[src/rtl/mini_src_pkg.sv]
// Shared definitions for the Mini SRC hardwired control unit: opcodes, ALU codes,
// sequencer states, control-bus bit positions and opcode classification helpers.
package mini_src_pkg;

  localparam int OP_W = 5;

  localparam logic [OP_W-1:0] OP_LD   = 5'b00000;
  localparam logic [OP_W-1:0] OP_LDI  = 5'b00001;
  localparam logic [OP_W-1:0] OP_ST   = 5'b00010;
  localparam logic [OP_W-1:0] OP_ADD  = 5'b00011;
  localparam logic [OP_W-1:0] OP_SUB  = 5'b00100;
  localparam logic [OP_W-1:0] OP_AND  = 5'b00101;
  localparam logic [OP_W-1:0] OP_OR   = 5'b00110;
  localparam logic [OP_W-1:0] OP_SHR  = 5'b00111;
  localparam logic [OP_W-1:0] OP_SHRA = 5'b01000;
  localparam logic [OP_W-1:0] OP_SHL  = 5'b01001;
  localparam logic [OP_W-1:0] OP_ROR  = 5'b01010;
  localparam logic [OP_W-1:0] OP_ROL  = 5'b01011;
  localparam logic [OP_W-1:0] OP_ADDI = 5'b01100;
  localparam logic [OP_W-1:0] OP_ANDI = 5'b01101;
  localparam logic [OP_W-1:0] OP_ORI  = 5'b01110;
  localparam logic [OP_W-1:0] OP_MUL  = 5'b01111;
  localparam logic [OP_W-1:0] OP_DIV  = 5'b10000;
  localparam logic [OP_W-1:0] OP_NEG  = 5'b10001;
  localparam logic [OP_W-1:0] OP_NOT  = 5'b10010;
  localparam logic [OP_W-1:0] OP_BR   = 5'b10011;
  localparam logic [OP_W-1:0] OP_JR   = 5'b10100;
  localparam logic [OP_W-1:0] OP_MFHI = 5'b11000;
  localparam logic [OP_W-1:0] OP_MFLO = 5'b11001;
  localparam logic [OP_W-1:0] OP_NOP  = 5'b11010;
  localparam logic [OP_W-1:0] OP_HALT = 5'b11011;

  // The ALU function code space is the opcode space; address arithmetic uses ADD.
  localparam logic [OP_W-1:0] ALU_ADD = OP_ADD;

  typedef enum logic [3:0] {
    ST_RESET, ST_T0, ST_T1, ST_T2, ST_T3, ST_T4, ST_T5, ST_T6, ST_T7, ST_WAIT, ST_HALT
  } state_t;

  typedef enum logic [3:0] {
    CLS_RTYPE, CLS_IMM, CLS_LD, CLS_LDI, CLS_ST, CLS_MULDIV, CLS_UNARY,
    CLS_BR, CLS_JR, CLS_MFHI, CLS_MFLO, CLS_NOP, CLS_HALT
  } op_class_t;

  localparam int SRC_ROUT   = 8;
  localparam int SRC_BAOUT  = 7;
  localparam int SRC_COUT   = 6;
  localparam int SRC_POUT   = 5;
  localparam int SRC_MDROUT = 4;
  localparam int SRC_ZLOOUT = 3;
  localparam int SRC_ZHIOUT = 2;
  localparam int SRC_HIOUT  = 1;
  localparam int SRC_LOOUT  = 0;

  localparam int DST_RIN   = 9;
  localparam int DST_YEN   = 8;
  localparam int DST_ZLOEN = 7;
  localparam int DST_ZHIEN = 6;
  localparam int DST_MAREN = 5;
  localparam int DST_MDREN = 4;
  localparam int DST_IREN  = 3;
  localparam int DST_PEN   = 2;
  localparam int DST_HIEN  = 1;
  localparam int DST_LOEN  = 0;

  localparam int GR_A = 2;
  localparam int GR_B = 1;
  localparam int GR_C = 0;

  typedef struct packed {
    logic [OP_W-1:0] alu;
    logic [2:0]      gr;
    logic [8:0]      src;
    logic [9:0]      dst;
    logic            read;
    logic            write;
    logic            inc_pc;
    logic            con_in;
  } ctrl_t;

  // Undefined opcodes fall into the nop class so they simply refetch.
  function automatic op_class_t op_class(input logic [OP_W-1:0] op);
    op_class_t c;
    case (op)
      OP_LD:   c = CLS_LD;
      OP_LDI:  c = CLS_LDI;
      OP_ST:   c = CLS_ST;
      OP_ADD, OP_SUB, OP_AND, OP_OR, OP_SHR, OP_SHRA, OP_SHL, OP_ROR, OP_ROL:
               c = CLS_RTYPE;
      OP_ADDI, OP_ANDI, OP_ORI: c = CLS_IMM;
      OP_MUL, OP_DIV: c = CLS_MULDIV;
      OP_NEG, OP_NOT: c = CLS_UNARY;
      OP_BR:   c = CLS_BR;
      OP_JR:   c = CLS_JR;
      OP_MFHI: c = CLS_MFHI;
      OP_MFLO: c = CLS_MFLO;
      OP_HALT: c = CLS_HALT;
      default: c = CLS_NOP;
    endcase
    return c;
  endfunction

  function automatic state_t last_step(input op_class_t c);
    state_t s;
    case (c)
      CLS_RTYPE, CLS_IMM, CLS_LDI: s = ST_T5;
      CLS_LD, CLS_ST:              s = ST_T7;
      CLS_MULDIV, CLS_BR:          s = ST_T6;
      CLS_UNARY:                   s = ST_T4;
      CLS_JR, CLS_MFHI, CLS_MFLO:  s = ST_T3;
      default:                     s = ST_T2;
    endcase
    return s;
  endfunction

  function automatic state_t next_step(input state_t s);
    state_t n;
    case (s)
      ST_T0:   n = ST_T1;
      ST_T1:   n = ST_T2;
      ST_T2:   n = ST_T3;
      ST_T3:   n = ST_T4;
      ST_T4:   n = ST_T5;
      ST_T5:   n = ST_T6;
      ST_T6:   n = ST_T7;
      default: n = ST_T0;
    endcase
    return n;
  endfunction

endpackage

[src/rtl/control_step_decode.sv]
// Combinational control-word decode for one sequencer state of the Mini SRC.
// RESET and HALT fall through to the all-zero word.
module control_step_decode
  import mini_src_pkg::*;
#(
  parameter int OPW = 5
) (
  input  state_t         state,
  input  logic [OPW-1:0] opcode,
  input  logic           con_ff,
  output ctrl_t          ctrl
);

  op_class_t cls;
  assign cls = op_class(opcode);

  always_comb begin
    ctrl = '0;
    case (state)
      ST_T0: begin
        ctrl.src[SRC_POUT]   = 1'b1;
        ctrl.dst[DST_MAREN]  = 1'b1;
        ctrl.dst[DST_ZLOEN]  = 1'b1;
        ctrl.inc_pc          = 1'b1;
      end
      ST_WAIT: ctrl.read = 1'b1;
      ST_T1: begin
        ctrl.src[SRC_ZLOOUT] = 1'b1;
        ctrl.dst[DST_PEN]    = 1'b1;
        ctrl.dst[DST_MDREN]  = 1'b1;
        ctrl.read            = 1'b1;
      end
      ST_T2: begin
        ctrl.src[SRC_MDROUT] = 1'b1;
        ctrl.dst[DST_IREN]   = 1'b1;
      end
      ST_T3: begin
        case (cls)
          CLS_RTYPE, CLS_IMM: begin
            ctrl.gr[GR_B] = 1'b1; ctrl.src[SRC_ROUT] = 1'b1; ctrl.dst[DST_YEN] = 1'b1;
          end
          CLS_LD, CLS_LDI, CLS_ST: begin
            ctrl.gr[GR_B] = 1'b1; ctrl.src[SRC_BAOUT] = 1'b1; ctrl.dst[DST_YEN] = 1'b1;
          end
          CLS_MULDIV: begin
            ctrl.gr[GR_A] = 1'b1; ctrl.src[SRC_ROUT] = 1'b1; ctrl.dst[DST_YEN] = 1'b1;
          end
          CLS_UNARY: begin
            ctrl.gr[GR_B] = 1'b1; ctrl.src[SRC_ROUT] = 1'b1;
            ctrl.dst[DST_ZLOEN] = 1'b1; ctrl.alu = opcode;
          end
          CLS_BR: begin
            ctrl.gr[GR_A] = 1'b1; ctrl.src[SRC_ROUT] = 1'b1; ctrl.con_in = 1'b1;
          end
          CLS_JR: begin
            ctrl.gr[GR_A] = 1'b1; ctrl.src[SRC_ROUT] = 1'b1; ctrl.dst[DST_PEN] = 1'b1;
          end
          CLS_MFHI: begin
            ctrl.src[SRC_HIOUT] = 1'b1; ctrl.gr[GR_A] = 1'b1; ctrl.dst[DST_RIN] = 1'b1;
          end
          CLS_MFLO: begin
            ctrl.src[SRC_LOOUT] = 1'b1; ctrl.gr[GR_A] = 1'b1; ctrl.dst[DST_RIN] = 1'b1;
          end
          default: ;
        endcase
      end
      ST_T4: begin
        case (cls)
          CLS_RTYPE: begin
            ctrl.gr[GR_C] = 1'b1; ctrl.src[SRC_ROUT] = 1'b1;
            ctrl.dst[DST_ZLOEN] = 1'b1; ctrl.alu = opcode;
          end
          CLS_IMM: begin
            ctrl.src[SRC_COUT] = 1'b1; ctrl.dst[DST_ZLOEN] = 1'b1; ctrl.alu = opcode;
          end
          CLS_LD, CLS_LDI, CLS_ST: begin
            ctrl.src[SRC_COUT] = 1'b1; ctrl.dst[DST_ZLOEN] = 1'b1; ctrl.alu = ALU_ADD;
          end
          CLS_MULDIV: begin
            ctrl.gr[GR_B] = 1'b1; ctrl.src[SRC_ROUT] = 1'b1; ctrl.alu = opcode;
            ctrl.dst[DST_ZLOEN] = 1'b1; ctrl.dst[DST_ZHIEN] = 1'b1;
          end
          CLS_UNARY: begin
            ctrl.src[SRC_ZLOOUT] = 1'b1; ctrl.gr[GR_A] = 1'b1; ctrl.dst[DST_RIN] = 1'b1;
          end
          CLS_BR: begin
            ctrl.src[SRC_POUT] = 1'b1; ctrl.dst[DST_YEN] = 1'b1;
          end
          default: ;
        endcase
      end
      ST_T5: begin
        case (cls)
          CLS_RTYPE, CLS_IMM, CLS_LDI: begin
            ctrl.src[SRC_ZLOOUT] = 1'b1; ctrl.gr[GR_A] = 1'b1; ctrl.dst[DST_RIN] = 1'b1;
          end
          CLS_LD, CLS_ST: begin
            ctrl.src[SRC_ZLOOUT] = 1'b1; ctrl.dst[DST_MAREN] = 1'b1;
          end
          CLS_MULDIV: begin
            ctrl.src[SRC_ZLOOUT] = 1'b1; ctrl.dst[DST_LOEN] = 1'b1;
          end
          CLS_BR: begin
            ctrl.src[SRC_COUT] = 1'b1; ctrl.dst[DST_ZLOEN] = 1'b1; ctrl.alu = ALU_ADD;
          end
          default: ;
        endcase
      end
      ST_T6: begin
        case (cls)
          CLS_LD: begin
            ctrl.read = 1'b1; ctrl.dst[DST_MDREN] = 1'b1;
          end
          CLS_ST: begin
            ctrl.gr[GR_A] = 1'b1; ctrl.src[SRC_ROUT] = 1'b1; ctrl.dst[DST_MDREN] = 1'b1;
          end
          CLS_MULDIV: begin
            ctrl.src[SRC_ZHIOUT] = 1'b1; ctrl.dst[DST_HIEN] = 1'b1;
          end
          CLS_BR: begin
            // A not-taken branch still spends T6, just with an idle bus.
            ctrl.src[SRC_ZLOOUT] = con_ff;
            ctrl.dst[DST_PEN]    = con_ff;
          end
          default: ;
        endcase
      end
      ST_T7: begin
        case (cls)
          CLS_LD: begin
            ctrl.src[SRC_MDROUT] = 1'b1; ctrl.gr[GR_A] = 1'b1; ctrl.dst[DST_RIN] = 1'b1;
          end
          CLS_ST: ctrl.write = 1'b1;
          default: ;
        endcase
      end
      default: ;
    endcase
  end

endmodule

[src/rtl/mini_src_control_unit.sv]
// Mini SRC hardwired sequencer: fetch T0-T2, opcode-dependent execute T3-T7,
// optional memory WAIT step, and halt/reset handling.
module mini_src_control_unit
  import mini_src_pkg::*;
#(
  parameter int OPW      = 5,
  parameter int MEM_WAIT = 1
) (
  input  logic        clk,
  input  logic        clr,
  input  logic        stop,
  input  logic [31:0] ir,
  input  logic        con_ff,
  output logic [4:0]  alu_control,
  output logic [2:0]  gr_sel,
  output logic [8:0]  src_out,
  output logic [9:0]  dst_en,
  output logic        Read,
  output logic        Write,
  output logic        incPC,
  output logic        ConIn,
  output logic        Run,
  output logic [3:0]  step
);

  state_t         state_q, state_d;
  state_t         resume_q, resume_d;
  logic [OPW-1:0] opcode;
  logic           ir_unused;
  op_class_t      cls;
  ctrl_t          ctrl;

  assign opcode    = ir[31 -: OPW];
  assign ir_unused = ^ir[31-OPW:0];
  assign cls       = op_class(opcode);

  // WAIT is a shared extra Read cycle; resume_q remembers which step follows it.
  always_comb begin
    state_d  = state_q;
    resume_d = resume_q;
    case (state_q)
      ST_RESET: state_d = ST_T0;
      ST_HALT:  state_d = ST_HALT;
      ST_WAIT:  state_d = resume_q;
      ST_T0: begin
        if (MEM_WAIT > 1) begin
          state_d  = ST_WAIT;
          resume_d = ST_T1;
        end else begin
          state_d = ST_T1;
        end
      end
      default: begin
        if (state_q == last_step(cls)) begin
          state_d = (cls == CLS_HALT || stop) ? ST_HALT : ST_T0;
        end else if (state_q == ST_T5 && cls == CLS_LD && MEM_WAIT > 1) begin
          state_d  = ST_WAIT;
          resume_d = ST_T6;
        end else begin
          state_d = next_step(state_q);
        end
      end
    endcase
  end

  always_ff @(posedge clk) begin
    if (clr) begin
      state_q  <= ST_RESET;
      resume_q <= ST_T1;
    end else begin
      state_q  <= state_d;
      resume_q <= resume_d;
    end
  end

  control_step_decode #(
    .OPW (OPW)
  ) u_decode (
    .state  (state_q),
    .opcode (opcode),
    .con_ff (con_ff),
    .ctrl   (ctrl)
  );

  assign alu_control = ctrl.alu;
  assign gr_sel      = ctrl.gr;
  assign src_out     = ctrl.src;
  assign dst_en      = ctrl.dst;
  assign Read        = ctrl.read;
  assign Write       = ctrl.write;
  assign incPC       = ctrl.inc_pc;
  assign ConIn       = ctrl.con_in;
  assign Run         = (state_q != ST_RESET) && (state_q != ST_HALT);

  // WAIT reports step 8 so the extra memory cycle is visible on the debug port.
  always_comb begin
    case (state_q)
      ST_T0:   step = 4'd0;
      ST_T1:   step = 4'd1;
      ST_T2:   step = 4'd2;
      ST_T3:   step = 4'd3;
      ST_T4:   step = 4'd4;
      ST_T5:   step = 4'd5;
      ST_T6:   step = 4'd6;
      ST_T7:   step = 4'd7;
      ST_WAIT: step = 4'd8;
      default: step = 4'd0;
    endcase
  end

endmodule

[config.mk]
export PLATFORM = sky130hd
export DESIGN_NAME = mini_src_control_unit
export DESIGN_NICKNAME = d
export VERILOG_FILES = /design/src/rtl/mini_src_pkg.sv /design/src/rtl/control_step_decode.sv /design/src/rtl/mini_src_control_unit.sv
export SDC_FILE = /design/constraint.sdc
export NUM_CORES = 1
export LEC_CHECK = 0
export CAP_MARGIN = 20
export CELL_PAD_IN_SITES_DETAIL_PLACEMENT = 1
export CELL_PAD_IN_SITES_GLOBAL_PLACEMENT = 2
export CORE_MARGIN = 1.5
export CORE_UTILIZATION = 20
export CTS_CLUSTER_DIAMETER = 150
export CTS_CLUSTER_SIZE = 25
export DETAILED_ROUTE_END_ITERATION = 8
export PLACE_DENSITY = 0.8
export RECOVER_POWER = 50
export SYNTH_ARGS = -nofsm -noshare
export SYNTH_HDL_FRONTEND = slang
export SYNTH_SLANG_ARGS = --single-unit
export TNS_END_PERCENT = 1
[constraint.sdc]
create_clock -name clk -period 3.98 [get_ports clk]
set_clock_uncertainty 0.1 [all_clocks]
set_input_delay 0.796 -clock clk [delete_from_list [all_inputs] [get_ports clk]]
set_output_delay 0.796 -clock clk [all_outputs]
set_load 0.005 [all_outputs]
==> results of run 1 <==
placed cells by master, fill, tap and decap left out, drive strengths merged, types with 3 or more instances in the layout:
cell type      Yosys  routed
nand3b             4       4
mux2               3       3
nor2              30      30
clkbuf             6       5
dlygate4sd2        0      19
nand3              3       3
nor4               4       4
clkdlybuf4s50      0      11
a21o               5       5
inv                9       9
nand2             27      27
and2               5       5
buf               11     119
a2111oi            3       3
dlygate4sd3        0       5
xnor2              4       4
ha                 7       7
o32ai              3       3
nor2b              5       5
a211oi             4       4
a21oi             11      11
dfxtp              8       8
o22ai              4       4
o21ai             14      14
dlymetal6s2s       0       4
o211ai             4       4
nor3              11      11
a311oi             3       3
o31ai              4       4
nand2b             4       4
a31oi              5       5
sequential cells by signal (all words and copies together), names as in the netlist:
name and count:
step 4, state_q 4
power by group:
| group | leakage, nW | switching [W] | internal (W) |
|---|---|---|---|
| Combinational | 1.42 | 0.000318 | 0.000321 |
| Clock | 0.0216 | 0.0000326 | 0.0000656 |
| Sequential | 0.0658 | 0.00000926 | 0.0000955 |
| Total | 1.51 | 0.000359 | 0.000483 |
worst max-delay path by stage:
| stage | slack, ns | endpoint | depth (start not counted) | startpoint |
|---|---|---|---|---|
| floorplan | 0.06 | step[0] | 14 | ir[28] |
| global placement | -0.66 | src_out[8] | 12 | ir[28] |
| detailed placement | -0.72 | alu_control[0] | 11 | ir[28] |
| CTS | -0.20 | step[0] | 14 | ir[30] |
| global route | -0.12 | step[0] | 18 | ir[28] |
| finish | -0.02 | alu_control[1] | 14 | ir[27] |
worst max-delay path: cells and delay by family:
| family | cells | cell delay [ns] |
|---|---|---|
| compound gates | 4 | 0.84 |
| buf+inv | 6 | 0.82 |
| simple gates | 3 | 0.35 |
| fa+ha+maj | 1 | 0.29 |
layout make-up:
type                            count  area share
Clock buffer                        3      0.0127
Inverter                            9      0.0112
Multi-Input combinational cell    206       0.486
Sequential cell                     8      0.0493
Tap cell                          102      0.0393
Timing Repair Buffer              160       0.402
metal layers:
layer  vias up  track usage  share of wire
li1       1202            -              -
met1      1225        0.230           0.43
met2        63        0.334           0.51
met3        16       0.0179          0.034
met4         0       0.0631          0.026
met5         -            0              0
cells in the mapped netlist (all sizes together) (2+ instances only):
library cell / number / area share
nor2: 30 / 0.071
o21ai: 14 / 0.043
o22a: 2 / 0.011
o31ai: 4 / 0.018
o21a: 2 / 0.0092
nand3b: 4 / 0.018
and2: 5 / 0.019
and3b: 2 / 0.011
xnor2: 4 / 0.022
a21boi: 2 / 0.012
a221o: 2 / 0.012
nand2: 27 / 0.064
o22ai: 4 / 0.015
nor4: 4 / 0.015
a2111o: 2 / 0.014
clkbuf: 6 / 0.014
nand3: 3 / 0.0092
a21oi: 11 / 0.034
nor3: 11 / 0.034
a21o: 5 / 0.023
buf: 11 / 0.038
or3b: 2 / 0.012
a311o: 2 / 0.012
nand2b: 4 / 0.015
and3: 2 / 0.0077
o32ai: 3 / 0.021
inv: 9 / 0.021
nor2b: 5 / 0.019
a311oi: 3 / 0.016
a2111oi: 3 / 0.021
dfxtp: 8 / 0.098
o211ai: 4 / 0.018
a32oi: 2 / 0.011
a22o: 2 / 0.011
a31oi: 5 / 0.032
ha: 7 / 0.054
a211oi: 4 / 0.018
mux2: 3 / 0.021
timing repair:
item | 4_1_cts | 5_1_grt
resized for setup | 80 | 26
cloned | 0 | 1
setup endpoints to repair | 32 | 26
setup buffers | 17 | 2
pin swaps | 23 | 13
metrics by stage:
step / std cells / power [W]
after floorplan: 240 / 0.000386
after global placement: 465 / 0.000679
after detailed placement: 465 / 0.000695
after CTS: 485 / 0.000835
after global routing: 488 / 0.000909
final: 488 / 0.000842
logic make-up after synthesis:
logic type,after synthesis
AOI/OAI and AO/OA,84
xor gates and xnor gates,4
other,1
adders and majority gates,7
buffers and inverters,26
muxes,4
DFF,8
and+or+nand+nor,106
==> impl_metrics.csv, run 1 <==
group,metric,value,unit
placement,place.gp.congestion,0.886,
critical_path,rr_startpoint,"state_q[1]",
timing,max_slew_margin,0.594,
clock_tree,clk_latency,0.23,ns
placement,portBuffers,44,
floorplanning,pin_count,72,
logic_synthesis,synth_compound_area_frac,0.395,
layout,multi_input_area,0.00158,mm^2
clock_tree,cts_made_buffers,3,
timing,layout_min_cycle_time,4.00,ns
floorplanning,die_h,93.3,um
global_route,gr-total-overflow,0,
worst_hold_path,holdCritStartpoint,"state_q[0]",
critical_path,crit_chain,"buf_2 > inv_2 > ha_4 > buf_4 > nand2_2 > a32o_2 > nor2_4 > nor2_4 > o211ai_1 > o31ai_2 > buf_4 > buf_4 > a21o_1 > dlygate4sd2_1",
timing,timing.final.ws_setup,-0.0193,ns
logic_synthesis,synthMuxAreaShare,0.0269,
critical_path,r2r-end,"step[0]",
worst_hold_path,worstHoldPathType,"register to register",
logic_synthesis,synth-adder-area-share,0.0538,
timing,fin_tns_setup,-0.0373,ns
floorplanning,die_w,93.3,um
timing,grt_setup_unrepaired,"true",
clock_tree,clkSinkCount,8,
logic_synthesis,ys.flop_type,"dfxtp_1",
layout,fin_area,0.00325,mm^2
critical_path,cp.required,3.08,ns
logic_synthesis,syn_area,0.00163,mm^2
detailed_routing,wl,8170,um
placement,dp_hpwl,5930,um
logic_synthesis,synth-simple-area-share,0.330,
critical_path,path_class,"input pin to output port",
worst_hold_path,hold_depth,1,
critical_path,ff2ff_setup_slack,1.05,ns
layout,areaGrowthSynthToFinish,99.3,%
floorplanning,core,0.00781,mm^2
logic_synthesis,synth_seq_cells,8,
detailed_routing,dr.pass1.iters,5,
power,power_density,259,mW/mm^2
clock_tree,htree_levels,1,
critical_path,critical_path.max_stage_delay,0.32,ns
worst_hold_path,holdPathEnd,"state_q[0]",
power,leakage,1.51,nW
detailed_routing,wl_per_cell,16.7,um
layout,fin_util,0.416,
detailed_routing,drcViolationCount,0,
logic_synthesis,ys_seq_area_frac,0.0983,
timing,worst_slew_pin_slew,0.608,ns
placement,place_area,0.00286,mm^2
global_route,antenna_found_initial,0,
clock_tree,clockBufferDepth,2,
critical_path,crit_path_max_fanout,5,
floorplanning,rows,32,
logic_synthesis,synth_edf_count,0,
placement,place_ws,-0.723,ns
clock_tree,cts_tree,"done",
detailed_routing,vias_per_cell,5.14,
layout,nFillCells,956,
floorplanning,start_util,0.209,
clock_tree,hold_buffers,0,
timing,setup_viol,2,
global_route,grt_pass1_wl,13200,um
logic_synthesis,netlist_instances,240,
layout,ff_latch_area,160,um^2
logic_synthesis,synthDistinctLibCells,68,
timing,fin_crit_sh,1.00,
detailed_routing,detail_route.iter0.violations,114,
outcome,outcome,"complete, but fails checks",
critical_path,reg2reg_depth,13,
timing,drv_slew,0,
clock_tree,cts_root_buf,"clkbuf_8",
logic_synthesis,synth_top_family_by_area,"compound AO/OA/AOI/OAI gates",
timing,fmax,250,MHz
outcome,violations,"negative setup slack",
detailed_routing,vias,2506,
critical_path,cp-start-kind,"input pin",
timing,hold_viol_final,0,
logic_synthesis,synth_xor_area_frac,0.0215,
layout,drive_gt1_frac,0.472,
detailed_routing,ant_nets,0,
clock_tree,cts.reportedPaths.clkPinSlew,0.04,ns
floorplanning,die_area,0.00870,mm^2
global_route,grt_pass1_vias,2717,
logic_synthesis,syn-num-nets,283,
global_route,grt_max_degree,15,
logic_synthesis,ys_warn_count,0,
logic_synthesis,syn_area_per_cell,6.79,um^2
layout,num-nets-final,431,
global_route,grt_use_total,0.186,
run,drv_cap,0,
critical_path,arrival,3.10,ns
critical_path,end_kind,"output port",
power,peakVddDrop,0.000251,V
logic_synthesis,async_flop_share,0,
critical_path,cp_common_cell,"buf_4",
critical_path,cpMaxStageDelayCell,"a32o_2",
timing,holdWs,0.513,ns
layout,n_antenna_cell,0,
No activity file was read; power rests on OpenSTA's default activity.
==> run 2, diff against run 1 <==
--- a/config.mk
+++ b/config.mk
@@ -15,6 +15,7 @@
 export DETAILED_ROUTE_END_ITERATION = 8
 export PLACE_DENSITY = 0.8
 export RECOVER_POWER = 50
+export REMOVE_ABC_BUFFERS = 1
 export SYNTH_ARGS = -nofsm -noshare
 export SYNTH_HDL_FRONTEND = slang
 export SYNTH_SLANG_ARGS = --single-unit
==> run 2 against run 1 <==
Effect of this change: the flow still finishes with violations (negative setup slack); wire length fell by 5.7%; clock-buffer cell count did not move; global-route usage fell by 0.31 points; utilization shrank 2.3 points; die area unchanged; setup slack got worse by 0.10 ns; maximum frequency shrank 2.4%; register-to-register slack gained 0.08 ns; critical endpoint is now alu_control[0]; highest routed layer unchanged.
==> impl_metrics.csv, run 2 (same netlist as run 1, synthesis figures left out) <==
group,metric,value,unit
detailed_routing,wl,7700,um
layout,ff_latch_area,160,um^2
layout,nFillCells,958,
outcome,outcome,"complete, but fails checks",
timing,layout_min_cycle_time,4.10,ns
critical_path,cpMaxStageDelayCell,"a211o_1",
placement,place.gp.congestion,0.861,
timing,worst_slew_pin_slew,0.710,ns
floorplanning,die_w,93.3,um
clock_tree,clkSinkCount,8,
critical_path,path_class,"input pin to output port",
clock_tree,cts_tree,"done",
timing,drv_slew,0,
clock_tree,cts_made_buffers,3,
detailed_routing,detail_route.iter0.violations,74,
critical_path,end_kind,"output port",
timing,setup_viol,9,
run,drv_cap,0,
global_route,antenna_found_initial,0,
clock_tree,clockBufferDepth,2,
layout,final_cells,468,
global_route,grt_use_total,0.183,
detailed_routing,vias_per_cell,5.11,
clock_tree,clk_latency,0.23,ns
clock_tree,hold_buffers,0,
power,leakage,1.36,nW
clock_tree,cts_root_buf,"clkbuf_8",
timing,hold_viol_final,0,
outcome,violations,"negative setup slack",
critical_path,cp-start-kind,"input pin",
global_route,grt_max_degree,15,
layout,drive_gt1_frac,0.410,
placement,portBuffers,44,
global_route,grt_pass1_wl,12900,um
timing,timing.final.ws_setup,-0.119,ns
critical_path,crit_chain,"clkdlybuf4s15_2 > buf_4 > ha_4 > and3_4 > a211o_1 > buf_6 > nand2_4 > nor2_4 > o211ai_1 > o31ai_4 > buf_6 > buf_4 > a21o_1 > dlygate4sd2_1",
layout,num-nets-final,411,
placement,dp_hpwl,5700,um
placement,place_area,0.00274,mm^2
floorplanning,core,0.00781,mm^2
floorplanning,rows,32,
critical_path,cp.required,3.08,ns
floorplanning,die_area,0.00870,mm^2
detailed_routing,ant_nets,0,
clock_tree,htree_levels,1,
global_route,gr-total-overflow,0,
timing,grt_setup_unrepaired,"true",
critical_path,path_delay_family,"buffers and inverters",
floorplanning,die_h,93.3,um
placement,placed_cells,452,
floorplanning,pin_count,72,
critical_path,critical_path.max_stage_delay,0.28,ns
timing,fmax,244,MHz
layout,layout_commonest_cell,"buf_4",
worst_hold_path,worstHoldPathType,"register to register",
layout,fin_util,0.393,
layout,areaGrowthSynthToFinish,88.3,%
layout,n_antenna_cell,0,
critical_path,arrival,3.20,ns
detailed_routing,drcViolationCount,0,
power,peakVddDrop,0.000220,V
detailed_routing,wl_per_cell,16.5,um
timing,max_slew_margin,0.514,
critical_path,crit_path_max_fanout,7,
placement,place_ws,-0.864,ns
timing,fin_crit_sh,1.03,
clock_tree,cts.reportedPaths.clkPinSlew,0.04,ns
floorplanning,start_util,0.209,
layout,multi_input_area,0.00154,mm^2
global_route,grt_pass1_vias,2626,
power,power_density,259,mW/mm^2
layout,fin_area,0.00307,mm^2
detailed_routing,dr.pass1.iters,5,
detailed_routing,vias,2391,
critical_path,cp_num_buf_inv,6,
layout,layout_common_cells,"buf_4 (86), nor2_1 (25), nand2_1 (21), clkdlybuf4s50_1 (17), dlygate4sd2_1 (16)",
run 2: changes by cell type in the layout (fill, tap and decap cells not counted), moves of 3 or more:
cell             change
buf_2                -3
dlygate4sd2_1        -3
buf_6                -3
buf_4               -18
clkdlybuf4s50_1      +6
run 2: stage by stage:
step | hold slack (ns) | total power (W) | TNS (ns)
after global placement | 0.607 | 0.000647 | -18.72
after global routing | 0.691 | 0.000857 | -1.81
after floorplan | 0.549 | 0.000361 | -0.307
final | 0.628 | 0.000794 | -0.638
after detailed placement | 0.635 | 0.000660 | -18.88
after CTS | 0.642 | 0.000807 | -0.629
run 2: final cells by class:
class | instances | area share
Tap cell | 102 | 0.0416
Inverter | 9 | 0.0110
Clock buffer | 3 | 0.0135
Timing Repair Buffer | 140 | 0.381
Multi-Input combinational cell | 206 | 0.501
Sequential cell | 8 | 0.0522
run 2: repair_timing:
action	4_1_cts	5_1_grt
setup buffers	10	0
pin swaps	10	5
gates cloned	3	0
endpoints found under the setup margin	33	25
resized for setup	72	7
run 2: tightest hold or removal path, stage by stage, from the launching register on:
cell and delay (ns):
dfxtp_1 0.32, inv_1 0.12, nand2_1 0.14, a311oi_1 0.10
run 2: path summary, 6_finish.rpt:
check	start	to	slack, ns	depth (start not counted)
setup / recovery	ir[27]	alu_control[0]	-0.12	14
hold / removal	state_q[2]	state_q[0]	0.63	3
setup reg to reg	state_q[0]	step[0]	1.13	11
hold reg to reg	state_q[2]	state_q[0]	0.63	3
run 2: layer usage:
metal | wire [um] | part of all wire | GRT usage | vias to the layer above
met1 | 3370 | 0.44 | 0.234 | 1167
met3 | 250 | 0.032 | 0.0163 | 11
met4 | 130 | 0.017 | 0.0404 | 0
met2 | 3950 | 0.51 | 0.330 | 55
li1 | - | - | - | 1158
met5 | 0 | 0 | 0 | -
run 2: where the power goes:
part / total, W / internal [W] / switching (W)
combinational: 0.000583 / 0.000292 / 0.000291
sequential: 0.000111 / 0.0000954 / 0.0000157
clock: 0.000100 / 0.0000657 / 0.0000343
total: 0.000794 / 0.000453 / 0.000341
==> run 3, diff against run 2 <==
--- a/config.mk
+++ b/config.mk
@@ -5,7 +5,7 @@
 export SDC_FILE = /design/constraint.sdc
 export NUM_CORES = 1
 export LEC_CHECK = 0
-export CAP_MARGIN = 20
+export CAP_MARGIN = 10
 export CELL_PAD_IN_SITES_DETAIL_PLACEMENT = 1
 export CELL_PAD_IN_SITES_GLOBAL_PLACEMENT = 2
 export CORE_MARGIN = 1.5
==> results of run 3 <==
Same layout as run 2: the final DEF is identical, and so are final timing and power.
